File: config.mk
export PLATFORM = sky130hd
export DESIGN_NAME = comb_shifter
export DESIGN_NICKNAME = d
export VERILOG_FILES = /design/src/rtl/comb_shifter.sv
export SDC_FILE = /design/constraint.sdc
export NUM_CORES = 1
export LEC_CHECK = 0
export ABC_AREA = 1
export CAP_MARGIN = 30
export CORE_MARGIN = 2
export CORE_UTILIZATION = 44
export CTS_CLUSTER_DIAMETER = 200
export DETAILED_ROUTE_END_ITERATION = 12
export PLACE_DENSITY = 0.85
export RECOVER_POWER = 50
export SLEW_MARGIN = 5
export SYNTH_ARGS = -nofsm -noshare
export SYNTH_HDL_FRONTEND = slang
export SYNTH_SLANG_ARGS = --single-unit
export TNS_END_PERCENT = 5
File: constraint.sdc
create_clock -name clk -period 0.8 [get_ports clk]
set_input_delay 0.16 -clock clk [delete_from_list [all_inputs] [get_ports clk]]
set_output_delay 0.16 -clock clk [all_outputs]
set_load 0.01 [all_outputs]
File: src/rtl/comb_shifter.sv
// comb_shifter: LEN-bit barrel shifter/rotator with one output register stage (latency 1).
// Optional macro COMB_SHIFTER_ARITH_EN adds an 'arith' port for sign-filling logical right shifts.
module comb_shifter #(
    parameter int LEN           = 8,
    parameter int MAX_SHIFT_MAG = 2,
    parameter int wa            = 0,
    localparam int SW           = ($clog2(MAX_SHIFT_MAG + 1) > 1) ? $clog2(MAX_SHIFT_MAG + 1) : 1
) (
    input  logic          clk,
    input  logic          rst,
    input  logic          in_valid,
    input  logic [0:LEN-1] Ip,
    input  logic [SW-1:0] shamt,
`ifdef COMB_SHIFTER_ARITH_EN
    input  logic          arith,
`endif
    input  logic          dir,
    output logic [0:LEN-1] Op,
    output logic          out_valid,
    output logic          clamp
);

    localparam int IW = ($clog2(LEN) > 1) ? $clog2(LEN) : 1;
    localparam logic [SW-1:0] MAX_S = SW'(MAX_SHIFT_MAG);

    generate
        if (MAX_SHIFT_MAG < 1 || MAX_SHIFT_MAG > LEN - 1) begin : g_bad_param
            $error("comb_shifter: MAX_SHIFT_MAG must lie in 1..LEN-1");
        end
    endgenerate

    logic [SW-1:0]  s_eff;
    logic           clamp_next;
    logic           fill;
    logic [0:LEN-1] core;
    int             s_int;
    int             src;

    assign clamp_next = (shamt > MAX_S);
    assign s_eff      = clamp_next ? MAX_S : shamt;
    assign s_int      = int'(s_eff);

`ifdef COMB_SHIFTER_ARITH_EN
    // Only reached for non-wrapping right shifts, so arith is ignored elsewhere.
    assign fill = arith & Ip[0];
`else
    assign fill = 1'b0;
`endif

    // Each output bit picks its source index; out-of-range sources wrap or fill.
    always_comb begin
        core = '0;
        src  = 0;
        for (int i = 0; i < LEN; i++) begin
            if (dir == 1'b0) begin
                src = i + s_int;
                if (src <= LEN - 1)
                    core[i] = Ip[IW'(src)];
                else if (wa != 0)
                    core[i] = Ip[IW'(src - LEN)];
                else
                    core[i] = 1'b0;
            end else begin
                src = i - s_int;
                if (src >= 0)
                    core[i] = Ip[IW'(src)];
                else if (wa != 0)
                    core[i] = Ip[IW'(src + LEN)];
                else
                    core[i] = fill;
            end
        end
    end

    always_ff @(posedge clk or posedge rst) begin
        if (rst) begin
            Op        <= '0;
            out_valid <= 1'b0;
            clamp     <= 1'b0;
        end else begin
            out_valid <= in_valid;
            if (in_valid) begin
                Op    <= core;
                clamp <= clamp_next;
            end
        end
    end

endmodule

# Word level (Yosys, flattened, before mapping)
# Index checks and enable logic that the tools add are counted.
# totals
regBits	10
inputBits	14
elab_cells	140
# classes
addsub	15
order_cmp	33
muxes	73
bitwise_logic	16
# op_table
cell	n
>= comparator 3 x 4 -> 1 bit, second input constant	16
2-to-1 mux 1 bit	56
binary-select mux 1 bit (select 3 bit)	16
inverter 3 bit	15
adder 3 x 2 -> 4 bit, first input constant	4
>= comparator 4 x 1 -> 1 bit, second input constant	4
less-or-equal comparator 4 x 3 -> 1 bit, second input constant	4
subtractor 3 x 2 -> 4 bit, first input constant	4
>= comparator 3 x 1 -> 1 bit, second input constant	4
less-or-equal comparator 3 bit, second input constant	3
adder 2 x 2 -> 3 bit, first input constant	2
subtractor 1 x 2 -> 3 bit, first input constant	2
subtractor 2 x 2 -> 3 bit, first input constant	2
adder 1 x 2 -> 3 bit, first input constant	1
less-or-equal comparator 2 x 3 -> 1 bit, second input constant	1
inverter 2 -> 3 bit	1
greater-than comparator 2 bit, second input constant	1
2-to-1 mux 2 bit	1

# Logic depth before layout (Yosys ltp)
# Gate-level depths: netlist (run 1).
# logic_depth
ltp_word	9
depth_mapped	9
ltp_nobuf	8

# Worst setup path before layout (run 1)
# No wires, ideal clock.
# synth_timing
path_type	input to register
start	input port shamt[1]
end	register Op[5] (netlist name)
t_arrival_ps	823
t_required_ps	683
path_slack_ps	-140
path_stages	9
n_path_buf	1
cell_sequence	buf_4 > inv_4 > nand2_2 > nand2_1 > nand3_1 > nand2_1 > clkinv_1 > nor2_1 > nor2_1
# synth_between
elab_chain_len	9
# synth_lines
element	line_no	rtl
start, declared	13	input logic [SW-1:0] shamt,
greater-than comparator 2 bit	39	assign clamp_next = (shamt > MAX_S);
2-to-1 mux 2 bit (*)	40	assign s_eff = clamp_next ? MAX_S : shamt;
adder 3 x 2 -> 4 bit or subtractor 3 x 2 -> 4 bit (tied branches)	56, 64	
inverter 3 bit (on tied branches)	58, 66	
binary-select mux 1 bit (select 3 bit) (on tied branches)	58, 66	
2-to-1 mux 1 bit (on tied branches) (2 in series)	58, 66	
2-to-1 mux 1 bit (on tied branches)	57, 65	
2-to-1 mux 1 bit (*)	55	if (dir == 1'b0) begin
end signal, assigned	83	Op <= core;
end, declared	18	output logic [0:LEN-1] Op,
# Every way passes the cells marked *; elsewhere a longest branch is shown, timed or not. The select of a mux whose other input is x is not followed.
# A chain may end at the register's enable or synchronous reset.

# Worst setup path after layout (run 1)
# layout_timing
start	register Op[3] (netlist name)
end	output port Op[3] (netlist name)
# No word-level cell between the ends.

==> impl_metrics.py, run 1 <==
metrics = {
    "placement": {
        "place.gp.congestion": 0.925,
        "post-place-cells": 169,
        "place.detailed.hpwl_um": 1620,
        "place_area_sq_mm": 0.00109,
        "io_buffers": 23,
    },
    "finish": {
        "instances_no_fill": 180,
        "syn2layout_area_growth_pct": 63.5,
        "drive_gt1_share_pct": 41.5,
        "design_area_sq_mm": 0.00120,
        "fin_nets": 179,
        "diodes": 0,
    },
    "sta": {
        "fin_setup_tns_ns": -1.71,
        "hold_ws_ns": 0.181,
        "setup_violations": 15,
        "tightest_slew_ns": 0.588,
        "setup_ws_ns": -0.166,
        "drv_slew": 0,
        "min_period_over_period_pct": 121,
        "max_freq_ghz": 1.04,
        "hold_violations": 0,
        "rsz0062_at_grt": "true",
        "relSlewSlack_pct": 60.8,
        "fin_crit_ns": 0.966,
        "finClkSkew_ns": 0,
    },
    "die": {
        "core_sq_mm": 0.00154,
        "die-height_um": 44.8,
        "start_util_pct": 47.6,
        "dieArea_sq_mm": 0.00201,
        "fp.dieW_um": 44.8,
        "pin_count": 24,
        "rows": 14,
    },
    "synthesis": {
        "synth_xor_area_share_pct": 0,
        "ys_top_cells_by_area": "dfrtp_1 34%, nand2_1 18%, nand3_1 10%, a21oi_1 9.6%, nor2_1 7.7%",
        "synth-simple-area-share_pct": 38.2,
        "netlist_instances": 120,
        "synthAdderAreaFrac_pct": 0,
        "yosys.area.top_type_share_pct": 34.1,
        "yosys.area.top_type": "dfrtp_1",
        "ys_ff_latch": 10,
        "syn_area_per_cell_sq_um": 6.11,
        "synth-compound-area-share_pct": 14.8,
        "mappedNetlistNets": 134,
        "synth_top_family_by_area": "simple AND/OR/NAND/NOR gates",
        "ys_warn_count": 0,
        "synthMuxAreaShare_pct": 0,
        "ys_seq_area_share_pct": 34.1,
        "synthDistinctLibCells": 18,
        "syn_area_sq_um": 733,
    },
    "critical_path": {
        "worstSetupPathType": "reg2out",
        "crit_buf_inv": 1,
        "r2r_setup_slack_ns": -0.02,
        "cp_top_family": "flip-flops",
        "startpoint_type": "flop",
        "slowest_stage": "dfrtp_1",
        "crit_path_cell_trace": "buf_2",
        "critPathMaxStageDelay_ns": 0.39,
        "critPathRequiredTime_ns": 0.64,
        "r2r-start": "Op[1]$_DFFE_PP0P_",
        "path_max_fanout": 2,
        "crit_arrival_ns": 0.81,
        "critPathCaptureType": "output pin",
        "crit_start": "Op[3]$_DFFE_PP0P_",
    },
    "global_routing": {
        "grt_pass1_wl_um": 3900,
        "grt_max_degree": 11,
        "antenna_found_initial": 0,
        "grt_overflow": 0,
        "grt_pass1_vias": 929,
        "grtUsageTotal_pct": 26.4,
    },
    "clock_tree": {
        "cts_buffer_depth": 2,
        "cts_max_level": 1,
        "cts_buffers": 3,
        "cts_tree": "yes",
        "clkSlewWorstSetupHoldPaths_ns": 0.08,
        "cts_sinks": 10,
        "cts_root_buf": "clkbuf_4",
        "clk_latency_ns": 0.27,
    },
    "route": {
        "drc": 0,
        "avgViaCountPerCell": 5.39,
        "drtIter0Drc": 25,
        "antenna_left": 0,
        "wl_per_cell_um": 14.3,
        "drt-total-wl_um": 2570,
        "dr_total_vias": 971,
        "first_pass_iters": 4,
    },
    "worst_hold_path": {
        "worstHoldStart": "in_valid",
        "hp-class": "in2reg",
    },
    "power_and_ir_drop": {
        "power_density_mw_per_mm2": 1380,
        "p_leak_uw": 0.000706,
        "irDropWorstVdd_v": 0.00102,
    },
    "outcome": {
        "status": "finished with violations",
        "violations": "negative setup slack",
    },
    "flow_run": {
        "max_cap_violations": 0,
    },
}
-- stage by stage --
| stage | setup WS (ns) | total power, uW | util (%) |
|---|---|---|---|
| floorplan | -0.0514 | 856 | - |
| global placement | -0.659 | 1150 | 70.7 |
| detailed placement | -0.663 | 1150 | 70.7 |
| CTS | -0.160 | 1620 | 75.1 |
| global route | -0.186 | 1730 | 77.8 |
| finish | -0.166 | 1660 | 77.8 |
-- cell usage in the layout (no fill, tap or decap) --
cell type,instances
nand2_1,30
buf_4,17
nor2_1,14
buf_2,11
dfrtp_1,10
inv_1,9
nand3_2,8
a21oi_1,8
nand3_1,7
dlymetal6s2s_1,7
inv_2,6
a21oi_2,6
nand2_2,5
o21ai_1,4
clkbuf_4,3
clkbuf_2,3
buf_6,3
clkdlybuf4s50_1,2
inv_8,1
o31ai_1,1
nor2_4,1
nand2_4,1
a31oi_1,1
inv_4,1
nor2_2,1
o21ai_0,1
clkinv_1,1
clkbuf_8,1
clkbuf_1,1
-- report_power, final --
part           total [uW]  switching, uW  internal [uW]
logic                 588            323            265
clock network         486            208            277
registers             586           25.6            560
total                1660            557           1100
-- synth_stat cells --
cell type  instances
o21ai_0            3
inv_1             14
dfrtp_1           10
nor2_4             1
nand3_1           15
a21oi_1           14
buf_2              1
o21ai_1            2
nand2_1           35
buf_4              2
nand2_2            1
clkinv_1           1
nor2_1            15
inv_2              2
a31oi_1            1
inv_4              1
clkbuf_1           1
o31ai_1            1
-- timing repair --
item                                    4_1_cts  5_1_grt
endpoints found under the setup margin       19       18
hold buffers                                  0        0
gates resized for setup                      57       33
pin swaps                                     1       10
setup buffers                                 6        1
-- flip-flops by register name, indices dropped and copies added, names as in the netlist --
name,cells
out_valid,1
Op,8
clamp,1
-- worst paths after layout --
kind	end	cells after the start
max in group asynchronous	Op[2]$_DFFE_PP0P_	3
min	Op[4]$_DFFE_PP0P_	3
min reg2reg	clamp$_DFFE_PP0P_	2
min in group asynchronous	out_valid$_DFF_PP0_	3
max	Op[3]	1
max reg2reg	Op[1]$_DFFE_PP0P_	4
-- metal layers --
metal | GRT usage (%) | wire, um | vias up
met1 | 32.3 | 994 | 438
met2 | 46.1 | 1370 | 56
met3 | 5.20 | 197 | 3
met5 | 0 | 0 | -
li1 | - | - | 474
met4 | 9.41 | 12 | 0
-- kinds of logic after synthesis --
family,count (synthesis)
AND/OR/NAND/NOR,67
buffers and inverters,22
AO/OA/AOI/OAI,21
flip-flops,10
-- final cells by class --
type	count	area (sq um)
clock buffer	4	36.3
fill	119	343
inverter	18	77.6
multi-input combinational	88	472
sequential	10	250
tap	16	20.0
timing repair buffer	44	343
Power figures use the tool's default switching activity.
==> run 2, diff against run 1 <==
- ABC_CLOCK_PERIOD_IN_PS: default -> 800
==> results of run 2 <==
No change in the layout: final DEF, timing and power equal those of run 1.
